[src/rtl/uart_tx_frame_if.sv]
// uart_tx_frame_if: bundles the baud reference, request word/config and serial-line status of the frame builder.
// Latency: none, plain wires.
// Backpressure: busy from the slave gates acceptance of send from the master.
interface uart_tx_frame_if #(
    parameter int DATA_WIDTH = 8
);
    logic                  baud_out;
    logic [DATA_WIDTH-1:0] data;
    logic                  send;
    logic [1:0]            parity_type;
    logic                  stop_bits;
    logic                  tx_out;
    logic                  busy;
    logic                  done;

    // Requester side: drives the word, its framing options and the baud wave
    modport master (
        output baud_out, data, send, parity_type, stop_bits,
        input  tx_out, busy, done
    );

    // Frame builder side
    modport slave (
        input  baud_out, data, send, parity_type, stop_bits,
        output tx_out, busy, done
    );
endinterface

[src/rtl/uart_tx_frame.sv]
// uart_tx_frame: serialises one word as start bit, data LSB first, optional parity, then one or two stop bits.
// Latency: start bit begins on the first baud tick strictly after acceptance; each bit lasts one baud period.
// Backpressure: send is taken only while busy is low; requests during a frame are dropped, never queued.
// Build option: define UART_TX_PARITY_EN to build the parity bit; otherwise parity_type is ignored.
module uart_tx_frame #(
    parameter int DATA_WIDTH = 8
) (
    input  logic           clk_i,
    input  logic           rst_ni,
    uart_tx_frame_if.slave bus
);
    localparam int            CW       = $clog2(DATA_WIDTH + 1);
    localparam logic [CW-1:0] LAST_BIT = CW'(DATA_WIDTH - 1);

    typedef enum logic [2:0] {
        S_IDLE,
        S_WAIT,
        S_START,
        S_DATA,
        S_STOP
`ifdef UART_TX_PARITY_EN
        , S_PARITY
`endif
    } state_t;

    state_t                state_q;
    logic                  baud_q;
    logic                  tick;
    logic [DATA_WIDTH-1:0] shift_q;
    logic [CW-1:0]         bit_cnt_q;
    logic                  stop_cnt_q;   // 1 while a second stop bit is still owed
    logic                  tx_q;
    logic                  busy_q;
    logic                  done_q;
`ifdef UART_TX_PARITY_EN
    logic                  par_en_q;
    logic                  par_bit_q;    // parity bit computed from the word at acceptance
`else
    wire                   unused_parity_type = ^bus.parity_type;
`endif

    // One-cycle tick on each rising edge of the baud square wave
    assign tick = bus.baud_out & ~baud_q;

    // Previous baud level for the rising-edge detector
    always_ff @(posedge clk_i or negedge rst_ni) begin
        if (!rst_ni) begin
            baud_q <= 1'b0;
        end else begin
            baud_q <= bus.baud_out;
        end
    end

    // Frame FSM; line, busy and done are registered so every transition lands on a tick-closing edge
    always_ff @(posedge clk_i or negedge rst_ni) begin
        if (!rst_ni) begin
            state_q    <= S_IDLE;
            shift_q    <= '0;
            bit_cnt_q  <= '0;
            stop_cnt_q <= 1'b0;
            tx_q       <= 1'b1;
            busy_q     <= 1'b0;
            done_q     <= 1'b0;
`ifdef UART_TX_PARITY_EN
            par_en_q   <= 1'b0;
            par_bit_q  <= 1'b0;
`endif
        end else begin
            done_q <= 1'b0;
            case (state_q)
                S_IDLE: begin
                    tx_q <= 1'b1;
                    if (bus.send) begin
                        shift_q    <= bus.data;
                        stop_cnt_q <= bus.stop_bits;
                        bit_cnt_q  <= '0;
                        busy_q     <= 1'b1;
                        state_q    <= S_WAIT;
`ifdef UART_TX_PARITY_EN
                        // 01 odd, 10 even; 00 and 11 send no parity bit
                        par_en_q   <= bus.parity_type[0] ^ bus.parity_type[1];
                        par_bit_q  <= (^bus.data) ^ (bus.parity_type == 2'b01);
`endif
                    end
                end
                S_WAIT: begin
                    if (tick) begin
                        tx_q    <= 1'b0;
                        state_q <= S_START;
                    end
                end
                S_START: begin
                    if (tick) begin
                        tx_q      <= shift_q[0];
                        bit_cnt_q <= '0;
                        state_q   <= S_DATA;
                    end
                end
                S_DATA: begin
                    if (tick) begin
                        shift_q   <= shift_q >> 1;
                        bit_cnt_q <= bit_cnt_q + CW'(1);
                        if (bit_cnt_q == LAST_BIT) begin
`ifdef UART_TX_PARITY_EN
                            if (par_en_q) begin
                                tx_q    <= par_bit_q;
                                state_q <= S_PARITY;
                            end else begin
                                tx_q    <= 1'b1;
                                state_q <= S_STOP;
                            end
`else
                            tx_q    <= 1'b1;
                            state_q <= S_STOP;
`endif
                        end else begin
                            tx_q <= shift_q[1];
                        end
                    end
                end
`ifdef UART_TX_PARITY_EN
                S_PARITY: begin
                    if (tick) begin
                        tx_q    <= 1'b1;
                        state_q <= S_STOP;
                    end
                end
`endif
                S_STOP: begin
                    if (tick) begin
                        if (!stop_cnt_q) begin
                            busy_q  <= 1'b0;
                            done_q  <= 1'b1;
                            state_q <= S_IDLE;
                        end else begin
                            stop_cnt_q <= 1'b0;
                        end
                    end
                end
                default: begin
                    tx_q    <= 1'b1;
                    busy_q  <= 1'b0;
                    state_q <= S_IDLE;
                end
            endcase
        end
    end

    assign bus.tx_out = tx_q;
    assign bus.busy   = busy_q;
    assign bus.done   = done_q;
endmodule

[src/flat_wrapper.sv]
// flat-port wrapper written by rule: the top's interface ports become plain ports
module uart_tx_frame_flat 
#(
    parameter int DATA_WIDTH = 8
)
  (clk_i, rst_ni, bus_baud_out, bus_data, bus_send, bus_parity_type, bus_stop_bits, bus_tx_out, bus_busy, bus_done);
  uart_tx_frame_if #(.DATA_WIDTH(DATA_WIDTH)) bus_i ();
  input  logic clk_i;
  input  logic rst_ni;
  input wire logic [$bits(bus_i.baud_out)-1:0] bus_baud_out;
  input wire logic [$bits(bus_i.data)-1:0] bus_data;
  input wire logic [$bits(bus_i.send)-1:0] bus_send;
  input wire logic [$bits(bus_i.parity_type)-1:0] bus_parity_type;
  input wire logic [$bits(bus_i.stop_bits)-1:0] bus_stop_bits;
  output wire logic [$bits(bus_i.tx_out)-1:0] bus_tx_out;
  output wire logic [$bits(bus_i.busy)-1:0] bus_busy;
  output wire logic [$bits(bus_i.done)-1:0] bus_done;
  assign bus_i.baud_out = bus_baud_out;
  assign bus_i.data = bus_data;
  assign bus_i.send = bus_send;
  assign bus_i.parity_type = bus_parity_type;
  assign bus_i.stop_bits = bus_stop_bits;
  assign bus_tx_out = bus_i.tx_out;
  assign bus_busy = bus_i.busy;
  assign bus_done = bus_i.done;
  uart_tx_frame #(.DATA_WIDTH(DATA_WIDTH)) u_core (.clk_i(clk_i), .rst_ni(rst_ni), .bus(bus_i));
endmodule
[config.mk]
export PLATFORM = sky130hd
export DESIGN_NAME = uart_tx_frame_flat
export DESIGN_NICKNAME = d
export VERILOG_FILES = /design/src/rtl/uart_tx_frame_if.sv /design/src/rtl/uart_tx_frame.sv /design/src/flat_wrapper.sv
export SDC_FILE = /design/constraint.sdc
export NUM_CORES = 1
export LEC_CHECK = 0
export BUFFER_PORTS_ARGS = -buffer_cell sky130_fd_sc_hd__buf_2
export CORE_MARGIN = 2
export CORE_UTILIZATION = 40
export CTS_BUF_LIST = sky130_fd_sc_hd__clkbuf_4
export CTS_CLUSTER_DIAMETER = 40
export DETAILED_ROUTE_END_ITERATION = 6
export PLACE_DENSITY = 0.56
export SYNTH_ARGS = -nofsm -noshare
export SYNTH_HDL_FRONTEND = slang
export SYNTH_SLANG_ARGS = --single-unit
[constraint.sdc]
create_clock -name clk_i -period 1.9 [get_ports clk_i]
set_input_delay 0.38 -clock clk_i [delete_from_list [all_inputs] [get_ports clk_i]]
set_output_delay 0.38 -clock clk_i [all_outputs]
set_load 0.02 [all_outputs]
**After elaboration in Yosys (flattened, before gate mapping)**

Index checks and enable logic that the tools add are counted.

- Register bits after elaboration: 20
- Latch bits: 0
- Bits in writable memories: 0
- Memory bits (read-only): 0
- Input bits: 15
- Output and inout bits: 3
- Logic and storage cells: 65
- Memories kept: 0

- Add/subtract/negate cells: 1
- $mul: 0
- Divide/modulo/power cells: 0
- $lt $le $gt $ge: 0
- Equality and inequality tests: 12
- Shift-type cells: 0
- Mux-type cells: 29
- Bitwise operators: 4
- Reduce and logical (&&, ||, !) cells: 11

Operators by type and width:

| kind | count |
|---|---|
| 3-bit two-way mux | 7 |
| 8-bit two-way mux | 2 |
| 8-bit case mux with 2 select lines | 1 |
| 3-bit case mux with 5 select lines | 1 |
| 4-bit two-way mux | 3 |
| 4-bit case mux with 3 select lines | 1 |
| 4-bit AND reduction | 3 |
| 1-bit two-way mux | 11 |
| 2-bit by 1-bit inequality test with 1-bit output, second input constant | 5 |
| 7-bit AND reduction | 1 |
| 3-bit by 2-bit equality test with 1-bit output, second input constant | 2 |
| 3-bit AND reduction | 2 |
| 4-bit by 1-bit adder with 4-bit output, second input constant | 1 |
| 4-bit by 3-bit equality test with 1-bit output, second input constant | 1 |
| 2-bit inequality test, second input constant | 2 |
| 1-bit case mux with 4 select lines | 1 |
| 2-bit nonzero test | 2 |
| 3-bit by 1-bit equality test with 1-bit output, second input constant | 1 |
| 3-bit equality test, second input constant | 1 |
| 3-bit logical NOT | 1 |
| 1-bit NOT | 3 |
| 1-bit case mux with 3 select lines | 1 |
| 3-bit nonzero test | 1 |
| 3-bit OR reduction | 1 |
| other kinds (2) | 2 |

**Logic depth before layout (Yosys ltp)**

- Word-level depth: 4
- Mapped depth: 6
- Gate-level depth less buffers: 5

**Worst setup path after synthesis**

Ideal clock, no wire load.

- Path kind: reg-to-reg
- From: register u_core.state_q[1]
- To: register u_core.shift_q[6]
- Library setup time: 81 ps
- Arrival time: 1398 ps
- Data required time: 1819 ps
- Path slack: 420 ps
- Stages on the path, launching flop included: 7
- Path buffers: 2
- Period minus slack after synthesis: 1480 ps
- Cells stage by stage: dfrtp_1 -> buf_6 -> or3b_4 -> a21oi_4 -> buf_6 -> nor2_2 -> a31oi_2

- Longest elaborated chain between the ends: 3
- Elaborated cells on any way between the ends: 7
- Those cells by class: eq/ne: 3; mux: 1; reduce/logical: 3

Ends and longest elaborated chain:

| what | RTL line | source |
|---|---|---|
| start: declaration | uart_tx_frame.sv:26 | `state_t state_q;` |
| start signal: assignment | uart_tx_frame.sv:57 | `state_q <= S_IDLE;` |
| start signal: assignment | uart_tx_frame.sv:78 | `state_q <= S_WAIT;` |
| start signal: assignment | uart_tx_frame.sv:89 | `state_q <= S_START;` |
| 3-bit by 2-bit equality test with 1-bit output or 3-bit logical NOT (tied branches) | uart_tx_frame.sv:70 | `case (state_q)` |
| 2-bit by 1-bit inequality test with 1-bit output (no source line) (tied with other cells) | -- |  |
| 3-bit AND reduction (no source line) | -- |  |
| end signal: assignment | uart_tx_frame.sv:74 | `shift_q <= bus.data;` |
| end signal: assignment | uart_tx_frame.sv:101 | `shift_q <= shift_q >> 1;` |
| end: declaration | uart_tx_frame.sv:29 | `logic [DATA_WIDTH-1:0] shift_q;` |

Parallel ways exist; a longest one is shown, timed or not.
A chain may end at the register's enable or synchronous reset.

**Final worst setup path**

- From: register u_core.state_q[0]
- To: register u_core.shift_q[4]

Same word-level chain as after synthesis.

==> flow_metrics.py <==
metrics = {
    "setup_path": {
        "critical_path.max_fanout": 16,
        "crit_path_max_incr_delay_ps": 510,
        "r2r-start": "u_core.state_q[0]$_DFFE_PN0P_",
        "crit_cells": 4,
        "start_kind": "flop",
        "crit_family": "compound AO/OA/AOI/OAI gates",
        "path_buf_inv": 0,
        "reg2reg_depth": 4,
        "reg2reg_to": "u_core.shift_q[4]$_DFFE_PN0P_",
        "r2r_slack_ps": 230,
        "worstPathRequired_ps": 2120,
        "crit_start": "u_core.state_q[0]$_DFFE_PN0P_",
        "cp.arrival_ps": 1880,
        "critical_path_class": "reg2reg",
        "cp-end-kind": "flop",
        "crit_path_top_delay_cell": "dfrtp_1",
        "path_cells": "or3b_4, a21oi_4, nor2_1, a31oi_1",
        "endpoint": "u_core.shift_q[4]$_DFFE_PN0P_",
    },
    "clock_tree": {
        "clock-sinks": 20,
        "postCtsSetupBuffers": 0,
        "tritoncts": "done",
        "numCtsBuffers": 3,
        "cts-htree-levels": 1,
        "cts.repair.resized": 0,
        "clk_pin_slew_ps": 120,
        "clkLatencyLatePin_ps": 300,
        "postCtsHoldBufs": 0,
        "cts_root_buf": "clkbuf_4",
        "clockBufferDepth": 2,
    },
    "finish": {
        "drive_gt1_share_pct": 21.4,
        "final_cell_mix": "nand2_1 (23), dfrtp_1 (19), buf_2 (15)",
        "mostFrequentLayoutCell": "nand2_1",
        "area_growth_pct": 11.4,
        "diodes": 0,
        "instances_no_fill": 156,
        "final_nets": 143,
    },
    "floorplan": {
        "io_pins": 18,
        "fp.dieW_um": 54.2,
        "dieArea_mm2": 0.00294,
        "rows": 18,
        "die_h_um": 54.2,
        "coreArea_mm2": 0.00243,
        "initial_core_util_pct": 41.4,
    },
    "grt": {
        "gr-total-overflow": 0,
        "antenna_found_initial": 0,
        "grt_pass1_vias": 779,
        "track_usage_pct": 16.4,
        "grt_max_degree": 21,
        "grt_pass1_wl_mm": 3.45,
    },
    "route": {
        "drtIter0Drc": 11,
        "finalWirelength_mm": 1.91,
        "vias_per_cell": 5.16,
        "ant_nets": 0,
        "drc": 0,
        "drt-pass1-iter-count": 5,
        "wl_per_cell_um": 12.3,
        "vias": 805,
    },
    "yosys": {
        "synthCells": 112,
        "synth_nets": 128,
        "yosys.area.top_type": "dfrtp_1",
        "yosysSeqAreaShare_pct": 49.8,
        "synth_top_area_share_pct": 47.2,
        "ys_top_cells_by_area": "dfrtp_1 (47%), nand2_1 (8.6%), a31oi_1 (5.6%)",
        "syn_avg_cell_area_um2": 8.99,
        "yosysWarnings": 0,
        "yosys.cell_types.count": 30,
        "syn_area_mm2": 0.00101,
        "synth_seq_cells": 20,
    },
    "placed_design": {
        "place_congestion": 0.696,
        "dp_cells": 152,
        "hpwl_mm": 1.35,
        "port_buffers": 15,
    },
    "run_status": {
        "status": "finished clean",
    },
    "flow_run": {
        "drv_cap": 0,
    },
    "pwr": {
        "power_leakage_nw": 0.500,
        "p_per_area_mw_per_mm2": 1090,
        "ir_worst_vdd_mv": 0.595,
    },
    "sta": {
        "fmax_mhz": 600,
        "tightest_slew_ps": 444,
        "relSlewSlack_pct": 70.4,
        "fin_crit_sh_pct": 87.8,
        "rsz0062_at_grt": "no",
        "report.final.hold_viol_count": 0,
        "fin_tns_setup_ps": 0,
        "skew_ps": 9.71,
        "min_period_ps": 1670,
        "finalMaxSlewViolations": 0,
        "finalSetupViolations": 0,
    },
    "worst_hold_path": {
        "min_path_type": "in2async",
    },
}
## Yosys cell counts, drive strengths merged
master and n:
nor2b 2, o21ai 4, nor4 1, and4 1, o22ai 1, dfstp 1
or3 1, a21o 2, nand3b 2, buf 3, nand4b 1, nor2 13
nand2 23, inv 4, dfrtp 19, clkbuf 4, o2bb2ai 2, nor3 4
or3b 1, mux2i 1, ha 1, nand2b 1, a31oi 10, a21oi 7
nand3 3
## logic make-up after synthesis
| kind of cell | count (synthesis) | synth area share [%] |
|---|---|---|
| AOI/OAI and AO/OA | 26 | 17.6 |
| buffers and inverters | 11 | 5.71 |
| and+or+nand+nor | 53 | 24.6 |
| DFF | 20 | 49.8 |
| adders and majority gates | 1 | 1.24 |
| muxes | 1 | 0.994 |
## per-layer routing
layer	share of wire (%)	GRT usage [%]
met2	47	25.7
met5	0	0
met1	48	22.0
met3	4.4	3.33
met4	0.78	6.25
## how the worst min path moves through the flow
stage	startpoint	slack, ps	depth (start not counted)	end
6_report	rst_ni	3	1	u_core.state_q[0]$_DFFE_PN0P_
4_1_cts	rst_ni	10	1	u_core.state_q[0]$_DFFE_PN0P_
2_1_floorplan	rst_ni	80	0	u_core.baud_q$_DFF_PN0_
3_5_place_dp	rst_ni	360	1	u_core.state_q[0]$_DFFE_PN0P_
3_3_place_gp	rst_ni	350	1	u_core.baud_q$_DFF_PN0_
5_1_grt	rst_ni	20	1	u_core.state_q[0]$_DFFE_PN0P_
## per-stage QoR
step / area (um^2) / hold WS, ps / power, mW / setup slack, ps / utilization [%]
2_1_floorplan: 1010 / 84.4 / 0.920 / 420 / -
3_3_place_gp: 1090 / 355 / 1.00 / 302 / 44.9
3_5_place_dp: 1090 / 359 / 1.01 / 273 / 44.9
4_1_cts: 1120 / 14.7 / 1.24 / 234 / 46.1
5_1_grt: 1120 / 21.4 / 1.34 / 78.8 / 46.1
6_report: 1120 / 2.69 / 1.22 / 232 / 46.1
## where the power goes
part / total [mW] / switching [mW] / internal [mW]
Clock: 0.223 / 0.127 / 0.0959
Sequential: 0.657 / 0.0910 / 0.566
Combinational: 0.342 / 0.189 / 0.153
## state kept, by name, summed over array words and instances, names as in the netlist
signal and cells:
u_core.baud_q 1, u_core.shift_q 8, u_core.bit_cnt_q 4, u_core.stop_cnt_q 1, u_core.bus.tx_out 1, u_core.bus.done 1, u_core.state_q 3, u_core.bus.busy 1
## layout make-up
| class | count | area (um^2) |
|---|---|---|
| fill | 254 | 1310 |
| sequential | 20 | 502 |
| multi-input combinational | 81 | 448 |
| timing repair buffer | 17 | 90.1 |
| tap | 30 | 37.5 |
| clock buffer | 4 | 30.0 |
| inverter | 4 | 15.0 |
Power figures use the tool's default switching activity.
